===== config.mk =====
export PLATFORM = sky130hd
export DESIGN_NAME = sdhci_dat_xfer_ctrl
export DESIGN_NICKNAME = d
export VERILOG_FILES = /design/src/rtl/sdhci_dat_xfer_ctrl.sv
export SDC_FILE = /design/constraint.sdc
export NUM_CORES = 1
export LEC_CHECK = 0
export CAP_MARGIN = 5
export CORE_MARGIN = 5
export CORE_UTILIZATION = 40
export CTS_CLUSTER_DIAMETER = 60
export DETAILED_ROUTE_END_ITERATION = 12
export PLACE_DENSITY = 0.66
export SYNTH_ARGS = -nofsm -noshare
export SYNTH_HDL_FRONTEND = slang
export SYNTH_SLANG_ARGS = --single-unit
export TNS_END_PERCENT = 100

===== constraint.sdc =====
create_clock -name clk_i -period 3.6 [get_ports clk_i]
set_input_delay 0.54 -clock clk_i [delete_from_list [all_inputs] [get_ports clk_i]]
set_output_delay 0.54 -clock clk_i [all_outputs]
set_load 0.005 [all_outputs]

===== src/rtl/sdhci_dat_xfer_ctrl.sv =====
// SD host DAT-line block transfer sequencer.
// Schedules one block at a time between the data buffer and the DAT PHY,
// maintains the remaining-block counter, writes the block count back to the
// register logic and requests Auto CMD12 at the end of multi-block transfers.
module sdhci_dat_xfer_ctrl #(
  parameter int MaxBlockSize = 2048
) (
  input  logic        clk_i,
  input  logic        rst_ni,
  input  logic        start_i,
  input  logic        dir_read_i,
  input  logic        multi_block_i,
  input  logic        block_count_en_i,
  input  logic        auto_cmd12_en_i,
  input  logic [15:0] block_count_i,
  input  logic [11:0] block_size_i,
  input  logic        abort_i,
  output logic        blk_start_o,
  output logic [11:0] blk_len_o,
  input  logic        blk_done_i,
  input  logic        blk_err_i,
  input  logic        buf_block_written_i,
  input  logic        buf_block_drained_i,
  output logic        read_transfer_active_o,
  output logic        write_transfer_active_o,
  output logic        buffer_read_enable_o,
  output logic        buffer_write_enable_o,
  output logic        block_count_de_o,
  output logic [15:0] block_count_d_o,
  output logic        auto_cmd12_req_o,
  input  logic        auto_cmd12_done_i,
  output logic        data_error_o
);

  typedef enum logic [2:0] {
    IDLE,
    WR_WAIT_BUF,
    WR_BUSY,
    RD_BUSY,
    RD_WAIT_DRAIN,
    CMD12,
    FINISH
  } state_e;

  state_e      state_q, state_d;
  logic [15:0] remain_q, remain_d;
  logic [11:0] size_q, size_d;
  logic        multi_q, multi_d;
  logic        count_en_q, count_en_d;
  logic        acmd12_q, acmd12_d;
  logic        cmd12_pend_q, cmd12_pend_d;

  logic        blk_start_q, blk_start_d;
  logic        rd_active_q, rd_active_d;
  logic        wr_active_q, wr_active_d;
  logic        buf_rd_en_q, buf_rd_en_d;
  logic        buf_wr_en_q, buf_wr_en_d;
  logic        bc_de_q, bc_de_d;
  logic [15:0] bc_val_q, bc_val_d;
  logic        cmd12_req_q, cmd12_req_d;
  logic        data_err_q, data_err_d;

  logic        counted;
  logic        infinite;
  logic        last_blk;
  logic        drained_last;
  logic        use_cmd12;
  logic        zero_count;
  logic [11:0] size_clamped;

  // Counted mode writes the count back; infinite mode never ends on its own.
  assign counted      = multi_q & count_en_q;
  assign infinite     = multi_q & ~count_en_q;
  // The block on the line is the last one when only it remains.
  assign last_blk     = ~infinite & (remain_q == 16'd1);
  // After the last block's decrement the counter sits at zero while draining.
  assign drained_last = ~infinite & (remain_q == 16'd0);
  assign use_cmd12    = multi_q & acmd12_q;
  assign zero_count   = multi_block_i & block_count_en_i & (block_count_i == 16'd0);
  assign size_clamped = (int'(block_size_i) > MaxBlockSize) ? 12'(MaxBlockSize) : block_size_i;

  // Next-state and next-output logic for the block sequencer.
  always_comb begin
    // NOTE: every _d signal gets its hold value first; a path that leaves one unassigned would infer a latch.
    state_d      = state_q;
    remain_d     = remain_q;
    size_d       = size_q;
    multi_d      = multi_q;
    count_en_d   = count_en_q;
    acmd12_d     = acmd12_q;
    cmd12_pend_d = cmd12_pend_q;
    rd_active_d  = rd_active_q;
    wr_active_d  = wr_active_q;
    buf_rd_en_d  = buf_rd_en_q;
    buf_wr_en_d  = buf_wr_en_q;
    bc_val_d     = bc_val_q;
    blk_start_d  = 1'b0;
    bc_de_d      = 1'b0;
    cmd12_req_d  = 1'b0;
    data_err_d   = 1'b0;

    if (state_q != IDLE && abort_i) begin
      // Abort wins over any PHY or buffer event in the same cycle.
      state_d      = IDLE;
      rd_active_d  = 1'b0;
      wr_active_d  = 1'b0;
      buf_rd_en_d  = 1'b0;
      buf_wr_en_d  = 1'b0;
      cmd12_pend_d = 1'b0;
    end else begin
      unique case (state_q)
        IDLE: begin
          if (start_i && !zero_count) begin
            size_d     = size_clamped;
            multi_d    = multi_block_i;
            count_en_d = block_count_en_i;
            acmd12_d   = auto_cmd12_en_i;
            remain_d   = multi_block_i ? block_count_i : 16'd1;
            if (dir_read_i) begin
              rd_active_d = 1'b1;
              blk_start_d = 1'b1;
              state_d     = RD_BUSY;
            end else begin
              wr_active_d = 1'b1;
              buf_wr_en_d = 1'b1;
              state_d     = WR_WAIT_BUF;
            end
          end
        end

        WR_WAIT_BUF: begin
          if (buf_block_written_i) begin
            buf_wr_en_d = 1'b0;
            blk_start_d = 1'b1;
            state_d     = WR_BUSY;
          end
        end

        WR_BUSY: begin
          if (blk_err_i) begin
            data_err_d  = 1'b1;
            cmd12_req_d = use_cmd12;
            state_d     = use_cmd12 ? CMD12 : FINISH;
          end else if (blk_done_i) begin
            if (!infinite) remain_d = remain_q - 16'd1;
            bc_de_d = counted;
            if (counted) bc_val_d = remain_q - 16'd1;
            if (last_blk) begin
              cmd12_req_d = use_cmd12;
              state_d     = use_cmd12 ? CMD12 : FINISH;
            end else begin
              buf_wr_en_d = 1'b1;
              state_d     = WR_WAIT_BUF;
            end
          end
        end

        RD_BUSY: begin
          if (blk_err_i) begin
            data_err_d  = 1'b1;
            cmd12_req_d = use_cmd12;
            state_d     = use_cmd12 ? CMD12 : FINISH;
          end else if (blk_done_i) begin
            if (!infinite) remain_d = remain_q - 16'd1;
            bc_de_d = counted;
            if (counted) bc_val_d = remain_q - 16'd1;
            buf_rd_en_d = 1'b1;
            // CMD12 for a read goes out while the host is still draining.
            if (last_blk && use_cmd12) begin
              cmd12_req_d  = 1'b1;
              cmd12_pend_d = 1'b1;
            end
            state_d = RD_WAIT_DRAIN;
          end
        end

        RD_WAIT_DRAIN: begin
          if (auto_cmd12_done_i) cmd12_pend_d = 1'b0;
          if (buf_block_drained_i) begin
            buf_rd_en_d = 1'b0;
            if (!drained_last) begin
              blk_start_d = 1'b1;
              state_d     = RD_BUSY;
            end else if (cmd12_pend_q && !auto_cmd12_done_i) begin
              state_d = CMD12;
            end else begin
              state_d = FINISH;
            end
          end
        end

        CMD12: begin
          if (auto_cmd12_done_i) begin
            cmd12_pend_d = 1'b0;
            state_d      = FINISH;
          end
        end

        FINISH: begin
          rd_active_d = 1'b0;
          wr_active_d = 1'b0;
          state_d     = IDLE;
        end

        default: state_d = IDLE;
      endcase
    end
  end

  // FSM state register.
  always_ff @(posedge clk_i or negedge rst_ni) begin
    // NOTE: sequential state uses non-blocking assignments so every register samples pre-edge values.
    if (!rst_ni) state_q <= IDLE;
    else         state_q <= state_d;
  end

  // Transfer context, counter and registered outputs.
  always_ff @(posedge clk_i or negedge rst_ni) begin
    if (!rst_ni) begin
      remain_q     <= 16'd0;
      size_q       <= 12'd0;
      multi_q      <= 1'b0;
      count_en_q   <= 1'b0;
      acmd12_q     <= 1'b0;
      cmd12_pend_q <= 1'b0;
      blk_start_q  <= 1'b0;
      rd_active_q  <= 1'b0;
      wr_active_q  <= 1'b0;
      buf_rd_en_q  <= 1'b0;
      buf_wr_en_q  <= 1'b0;
      bc_de_q      <= 1'b0;
      bc_val_q     <= 16'd0;
      cmd12_req_q  <= 1'b0;
      data_err_q   <= 1'b0;
    end else begin
      remain_q     <= remain_d;
      size_q       <= size_d;
      multi_q      <= multi_d;
      count_en_q   <= count_en_d;
      acmd12_q     <= acmd12_d;
      cmd12_pend_q <= cmd12_pend_d;
      blk_start_q  <= blk_start_d;
      rd_active_q  <= rd_active_d;
      wr_active_q  <= wr_active_d;
      buf_rd_en_q  <= buf_rd_en_d;
      buf_wr_en_q  <= buf_wr_en_d;
      bc_de_q      <= bc_de_d;
      bc_val_q     <= bc_val_d;
      cmd12_req_q  <= cmd12_req_d;
      data_err_q   <= data_err_d;
    end
  end

  assign blk_start_o             = blk_start_q;
  assign blk_len_o               = size_q;
  assign read_transfer_active_o  = rd_active_q;
  assign write_transfer_active_o = wr_active_q;
  assign buffer_read_enable_o    = buf_rd_en_q;
  assign buffer_write_enable_o   = buf_wr_en_q;
  assign block_count_de_o        = bc_de_q;
  assign block_count_d_o         = bc_val_q;
  assign auto_cmd12_req_o        = cmd12_req_q;
  assign data_error_o            = data_err_q;

endmodule


==> summary.txt, run 1 <==
Run status
  – Outcome: finished, final reports clean

Route
  – WL/cell: 15.8 µm
  – Via count: 2,969
  – Total Wirelength: 8630 µm
  – Vias per inst: roughly 5.4
  – ANT nets after route: 0
  – DRC: 0
  – 1st-iter DRT viols: 295
  – DR pass1 iterations: 5

Synth
  – Register bit total from synthesis: between 50 and 60
  – Asr flop ratio synth: 1.00
  – Post-synth EDFFs: 0
  – Synthesized Nets: approximately 400
  – Synth Instances: 368
  – Number of distinct library cells after synthesis: 55
  – Syn Area/Cell: between 8 and 9 µm²
  – Syn. warnings: 0
  – Ys flop type: dfrtp_1
  – Mapped Area: 3300 µm²
  – Register area share after synthesis: 0.447

Setup path
  – Worst endpoint required time: 3.83 ns
  – Critical register-to-register path startpoint: remain_q[0]
  – Worst R2R End: remain_q[10]
  – Crit start category: input pin
  – Crit path capture type: flop
  – Worst Setup SP: block_count_i[13]
  – Worst Setup EP: remain_q[9]
  – Critical Path AT: between 2 and 3 ns
  – Slowest Stage Delay on Critical Path: ~0.54 ns
  – Worst-case reg-to-reg path depth: 7
  – Max FO, Critical Path: 32
  – Crit-path cells: clkdlybuf4s50_1, nor4_1, nand2_1, o211ai_1, a21boi_1, buf_4, o21ba_2, o22a_1
  – Critical setup path kind: in2reg
  – Buf+Inv Stages, Crit Path: 2
  – Critical Path Slowest Stage Cell: nor4_1
  – WP depth: 8
  – R2r setup slk: 1.11 ns
  – Top delay family on crit path: compound AO/OA/AOI/OAI gates

Global route
  – GR Util All Layers: 0.177
  – GRT Residual Overflow: 0
  – Number of global-route vias before repair: 2,799
  – Global-route wire length before repair: 14,200 µm
  – Initial antenna violation count: 0
  – Largest net degree at the start of global routing: 38

CTS
  – Clock sink count: 59
  – CTS root buf: clkbuf_8
  – H-tree Lvls: 3
  – Resize count post-CTS: 0
  – Longest Clk Path Bufs: 2
  – Post-CTS setup buffers: 0
  – TritonCTS clock tree: yes
  – Num CTS Buffers: 9
  – Worst-Skew Late Latency: about 0.34 ns
  – Clk slew on worst S/H paths: 0.07 ns
  – Post-CTS Hold Buffers: 0

Pwr
  – VDD IR max: 0.000253 V
  – Cell-internal power: 2.12 mW
  – Power per Cell Area: approximately 800 nW/µm²
  – P_leak: 1.74 nW
  – NetSw: 1.34 mW
  – Clock Power Share: 0.174
  – Seq pwr share: 0.366
  – Net Sw Frac: 0.388
  – Logic pwr share: 0.460

Floorplan
  – Rows: 33
  – Initial Util: 0.406
  – Ports: 77
  – Die W: 101 µm
  – Die area: 10,200 µm²
  – Placeable Area: 8130 µm²
  – Die Ht: between 100 and 150 µm

STA
  – FMAX: 396 MHz
  – RSZ-0062 raised after global routing: false
  – Endpoints failing setup: 0
  – Rel. slew slack: 0.418
  – Final Cycle Share: 0.702
  – Fin. max-slew vios: 0
  – Post-layout min period: ~2.5 ns
  – Tightest Pin Transition: between 0.8 and 0.9 ns
  – Final Hold Fails: 0
  – Final Worst Setup Slack: around 1.1 ns
  – Clock Skews: 0.00959 ns
  – Setup TNS Final: 0 ns

Run
  – Max-cap viol count: 0

Placement
  – Dpl ws: 0.736 ns
  – GPL Wtd Cong: 0.860
  – Port Buffer Count: 76
  – HPWL after detailed placement: 6330 µm

Worst hold path
  – Worst Hold Class: in2async

Finish
  – Share of post-route cells with drive strength above 1: 0.0948
  – Area Overhead vs Synth: 30.5%
  – Most frequent cells in the layout: 75 x clkdlybuf4s50_1, 59 x dfrtp_1, 45 x o21ai_0, 39 x nand2_1, 32 x nor2_1
  – Most common cell after layout, fill and taps aside: clkdlybuf4s50_1
  – Nets: 482
  – Diode count: 0
==> metrics by stage <==
step	area (µm²)	hold slack, ns	std cells	utilization	power (mW)
after detailed placement	4110	0.472	532	0.506	2.87
final	4310	0.317	548	0.530	3.46
after global placement	4110	0.463	532	0.506	2.83
after floorplan	3300	0.244	368	-	2.22
after global routing	4310	0.400	548	0.530	3.73
after CTS	4310	0.358	548	0.530	3.48
==> final cells by class <==
class	count	area (µm²)
fillers	742	3830
multi-input cells	275	1660
flip-flops and latches	59	1480
repair buffers	84	816
clock buffers	12	145
well taps	105	131
clock inverters	4	50.0
inverters	9	33.8
==> routing by layer <==
layer / GRT usage / part of all wire / vias up / wire length [µm]
li1: - / - / 1449 / -
met3: 0.0325 / 0.074 / 15 / 638
met4: 0.0632 / 0.013 / 0 / 112
met5: 0 / 0 / - / 0
met2: 0.260 / 0.44 / 120 / 3810
met1: 0.259 / 0.47 / 1385 / 4070
==> cells by family (layout without fill, tap and decap cells) <==
kind of cell             after synthesis  after routing  share of synthesized area
flip-flops                            59             59                      0.447
buffers and inverters                 34            109                     0.0515
AND/OR/NAND/NOR                      136            136                      0.213
adder cells (fa/ha/maj)                3              3                     0.0114
AO/OA/AOI/OAI                        117            117                      0.222
multiplexers                           6              6                     0.0197
XOR/XNOR                              13             13                     0.0345
==> power by group through the flow <==
stage	sequential [mW]	combinational (mW)	clock (mW)
2_1_floorplan	1.17	1.05	0
3_3_place_gp	1.26	1.57	0
3_5_place_dp	1.28	1.59	0
4_1_cts	1.26	1.60	0.617
5_1_grt	1.32	1.76	0.647
6_report	1.27	1.59	0.602
==> state kept, by name, indices dropped and copies added, names as in the netlist <==
register and count:
remain_q 16, multi_q 1, buffer_read_enable_o 1, block_count_de_o 1, block_count_d_o 16, data_error_o 1, read_transfer_active_o 1, write_transfer_active_o 1
state_q 3, auto_cmd12_req_o 1, count_en_q 1, buffer_write_enable_o 1, blk_start_o 1, blk_len_o 12, acmd12_q 1, cmd12_pend_q 1
==> worst min path at each step <==
stage | from | endpoint | slack (ns) | depth (start not counted)
floorplan | rst_ni | acmd12_q | 0.24 | 0
global placement | block_count_d_o[9] | block_count_d_o[9] | 0.46 | 2
detailed placement | blk_len_o[6] | blk_len_o[6] | 0.47 | 2
CTS | rst_ni | remain_q[9] | 0.36 | 1
global route | rst_ni | block_count_d_o[7] | 0.40 | 1
finish | rst_ni | block_count_d_o[12] | 0.32 | 1
==> Yosys cell counts, types with 2 or more instances <==
library cell,number,area [µm²]
o211ai_1,2,15.0
o22ai_1,3,18.8
xnor2_1,12,105
a32oi_1,4,35.0
mux2_2,4,45.0
nand3_1,7,35.0
inv_1,9,33.8
buf_6,3,33.8
nor4b_1,2,17.5
a221oi_1,2,17.5
mux2i_1,2,20.0
ha_1,3,37.5
dfrtp_1,59,1480
nor2b_1,5,31.3
o21ba_2,5,50.1
nand2b_1,18,113
or3_4,4,45.0
o21ai_0,45,225
nor4_1,8,50.1
a21oi_1,20,100
a31oi_1,13,81.3
nor2_1,32,120
a211o_1,2,17.5
clkbuf_1,16,60.1
nor3_1,13,65.1
nand2_1,39,146
o22a_1,7,61.3
a21o_1,2,15.0
(Power assumes the default switching activity.)
==> run 2: changes to the inputs <==
Clock period 3.6 ns to 2.38 ns, I/O delays scaled along.
==> run 2 against run 1 <==
Core utilization grew 3.1 points. Final cell count grew 4.9%. First-iteration DRC count shrank 9.5%. Non-clock buffer count grew 27. Register-to-register slack lost 0.93 ns. Clock power grew 74%. Design area grew 5.8%. Sequential share of layout area shrank 1.9 points. Critical endpoint is now buffer_write_enable_o.
==> summary.txt, run 2 (synthesis results as in run 1) <==
Run status
  – Outcome: finished, final reports clean

STA
  – Setup TNS Final: 0 ns (unchanged)
  – Final Worst Setup Slack: 0.178 ns (-0.895 ns)
  – Post-layout min period: 2.20 ns
  – Tightest Pin Transition: 0.491 ns (-0.381 ns)
  – Final Cycle Share: 0.925
  – Rel. slew slack: 0.670 (+0.251)
  – Endpoints failing setup: 0 (unchanged)
  – FMAX: 454 MHz
  – Worst hold margin: 0.478 ns (+0.162 ns)
  – Fin. max-slew vios: 0 (unchanged)
  – Final Hold Fails: 0 (unchanged)
  – Clock Skews: 0.00670 ns (-0.00289 ns)
  – RSZ-0062 raised after global routing: false

Global route
  – Global-route wire length before repair: 14,700 µm (+3.1%)
  – GRT Residual Overflow: 0 (unchanged)
  – Initial antenna violation count: 0 (unchanged)
  – GR Util All Layers: 0.183 (+0.00690)
  – Largest net degree at the start of global routing: 31 (-18%)
  – Number of global-route vias before repair: 2,980 (+6.5%)

Worst hold path
  – Hold depth: 2
  – Worst Hold Class: reg2reg

Pwr
  – VDD IR max: 0.000510 V (+100%)
  – P_leak: 1.89 nW (+9.0%)
  – Total Power: 5.55 mW (+61%)
  – NetSw: 2.08 mW (+55%)
  – Power per Cell Area: 1220 nW/µm² (+52%)
  – Cell-internal power: 3.47 mW (+64%)
  – Net Sw Frac: 0.375 (-0.0128)
  – Logic pwr share: 0.490 (+0.030)
  – Clock Power Share: 0.189 (+0.015)
  – Seq pwr share: 0.321 (-0.045)

CTS
  – TritonCTS clock tree: yes
  – Num CTS Buffers: 9 (unchanged)
  – CTS root buf: clkbuf_8
  – Clk slew on worst S/H paths: 0.07 ns (about the same)
  – Clock sink count: 59 (unchanged)
  – Longest Clk Path Bufs: 2 (unchanged)
  – Resize count post-CTS: 0 (unchanged)
  – Worst-Skew Late Latency: 0.34 ns (about the same)
  – H-tree Lvls: 3 (unchanged)

Floorplan
  – Placeable Area: 8130 µm² (unchanged)
  – Rows: 33 (unchanged)
  – Die Ht: 101 µm (unchanged)
  – Initial Util: 0.406 (unchanged)
  – Die W: 101 µm (unchanged)
  – Ports: 77 (unchanged)
  – Die area: 10,200 µm² (unchanged)

Placement
  – HPWL after detailed placement: 6730 µm (+6.2%)
  – Port Buffer Count: 76 (unchanged)
  – GPL Wtd Cong: 0.867 (+0.85%)
  – Dpl ws: -0.166 ns (-0.901 ns)
  – Placement Cell Area: 4320 µm² (+5.1%)

Route
  – ANT nets after route: 0 (unchanged)
  – Total Wirelength: 8990 µm (+4.2%)
  – WL/cell: 15.6 µm (-0.71%)
  – DRC: 0 (unchanged)
  – DR pass1 iterations: 6 (+1)
  – Vias per inst: 5.40 (-0.39%)
  – Via count: 3,103 (+4.5%)
  – 1st-iter DRT viols: 267 (-9.5%)

Setup path
  – CP most frequent cell: or3_4
  – Worst-case reg-to-reg path depth: 6 (-1)
  – R2r setup slk: 0.18 ns (-0.93 ns)
  – Crit start category: flop
  – Worst R2R End: buffer_write_enable_o
  – Max FO, Critical Path: 4 (-88%)
  – Crit-path cells: or3_4, or3_4, nor4b_4, o21a_2, mux2i_1, o211ai_1
  – Critical register-to-register path startpoint: remain_q[4]
  – Crit path capture type: flop
  – Critical Path AT: 2.41 ns (-0.34 ns)
  – Worst Setup EP: buffer_write_enable_o
  – WP depth: 6 (-2)
  – Critical setup path kind: reg2reg
  – Critical Path Slowest Stage Cell: or3_4
  – Top delay family on crit path: simple AND/OR/NAND/NOR gates
  – Slowest Stage Delay on Critical Path: 0.41 ns (-0.13 ns)
  – Buf+Inv Stages, Crit Path: 0 (-2)
  – Worst Setup SP: remain_q[4]
  – Worst endpoint required time: 2.59 ns (-1.24 ns)

Finish
  – Diode count: 0 (unchanged)
  – Final Cell Area: 4560 µm² (+5.8%)
  – Area Overhead vs Synth: 38.0%
  – Most common cell after layout, fill and taps aside: clkdlybuf4s50_1
  – Most frequent cells in the layout: 75 x clkdlybuf4s50_1, 59 x dfrtp_1, 45 x o21ai_0, 39 x nand2_1, 33 x buf_4
  – Share of post-route cells with drive strength above 1: 0.147 (+0.0520)
  – Nets: 509 (+5.6%)

Run
  – Max-cap viol count: 0 (unchanged)
run 2: cell types whose count changed in the layout (fill, tap and decap cells not counted), sizes merged:
cell | before | now
dlygate4sd3 | 0 | 1
bufinv | 1 | 2
buf | 9 | 35
clkinvlp | 2 | 1
run 2: worst min path at each step:
stage | from | end | slack [ns]
4_1_cts | blk_len_o[6] | blk_len_o[6] | 0.49
3_5_place_dp | rst_ni | block_count_d_o[5] | 0.32
6_report | block_count_d_o[5] | block_count_d_o[5] | 0.48
3_3_place_gp | rst_ni | block_count_d_o[7] | 0.32
5_1_grt | block_count_d_o[14] | block_count_d_o[14] | 0.51
2_1_floorplan | rst_ni | acmd12_q | 0.06
run 2: layout make-up:
class | count | area (µm²)
Sequential cell | 59 | 1480
Multi-Input combinational cell | 275 | 1660
Timing Repair Buffer | 111 | 1030
Clock inverter | 4 | 72.6
Clock buffer | 12 | 155
Fill cell | 750 | 3580
Inverter | 9 | 33.8
Tap cell | 105 | 131
run 2: what timing repair did:
item / in CTS / in global routing
endpoints found under the hold margin: 17 / 0
hold buffers: 1 / 0
buffers inserted: 0 / 0
run 2: power by group through the flow:
stage | registers (mW) | clock network, mW | logic, mW
finish | 1.78 | 1.05 | 2.72
global route | 1.85 | 1.11 | 2.99
global placement | 1.78 | 0 | 2.65
CTS | 1.78 | 1.07 | 2.72
detailed placement | 1.80 | 0 | 2.71
floorplan | 1.76 | 0 | 1.59
run 2: per-layer routing:
metal / GRT usage / wire length [µm] / vias to the layer above
li1: - / - / 1510
met1: 0.259 / 4220 / 1464
met2: 0.276 / 4000 / 119
met3: 0.0415 / 651 / 10
met4: 0.0653 / 126 / 0
met5: 0 / 0 / -
run 2: worst reg2reg max path, stage by stage (launching register included):
cell      delay, ns
dfrtp_1        0.38
or3_4          0.41
or3_4          0.39
nor4b_4        0.39
o21a_2         0.21
mux2i_1        0.20
o211ai_1       0.10
run 2: per-stage QoR:
stage,util,instances
6_report,0.560,575
5_1_grt,0.560,575
4_1_cts,0.560,575
3_5_place_dp,0.531,558
3_3_place_gp,0.531,558
2_1_floorplan,-,368
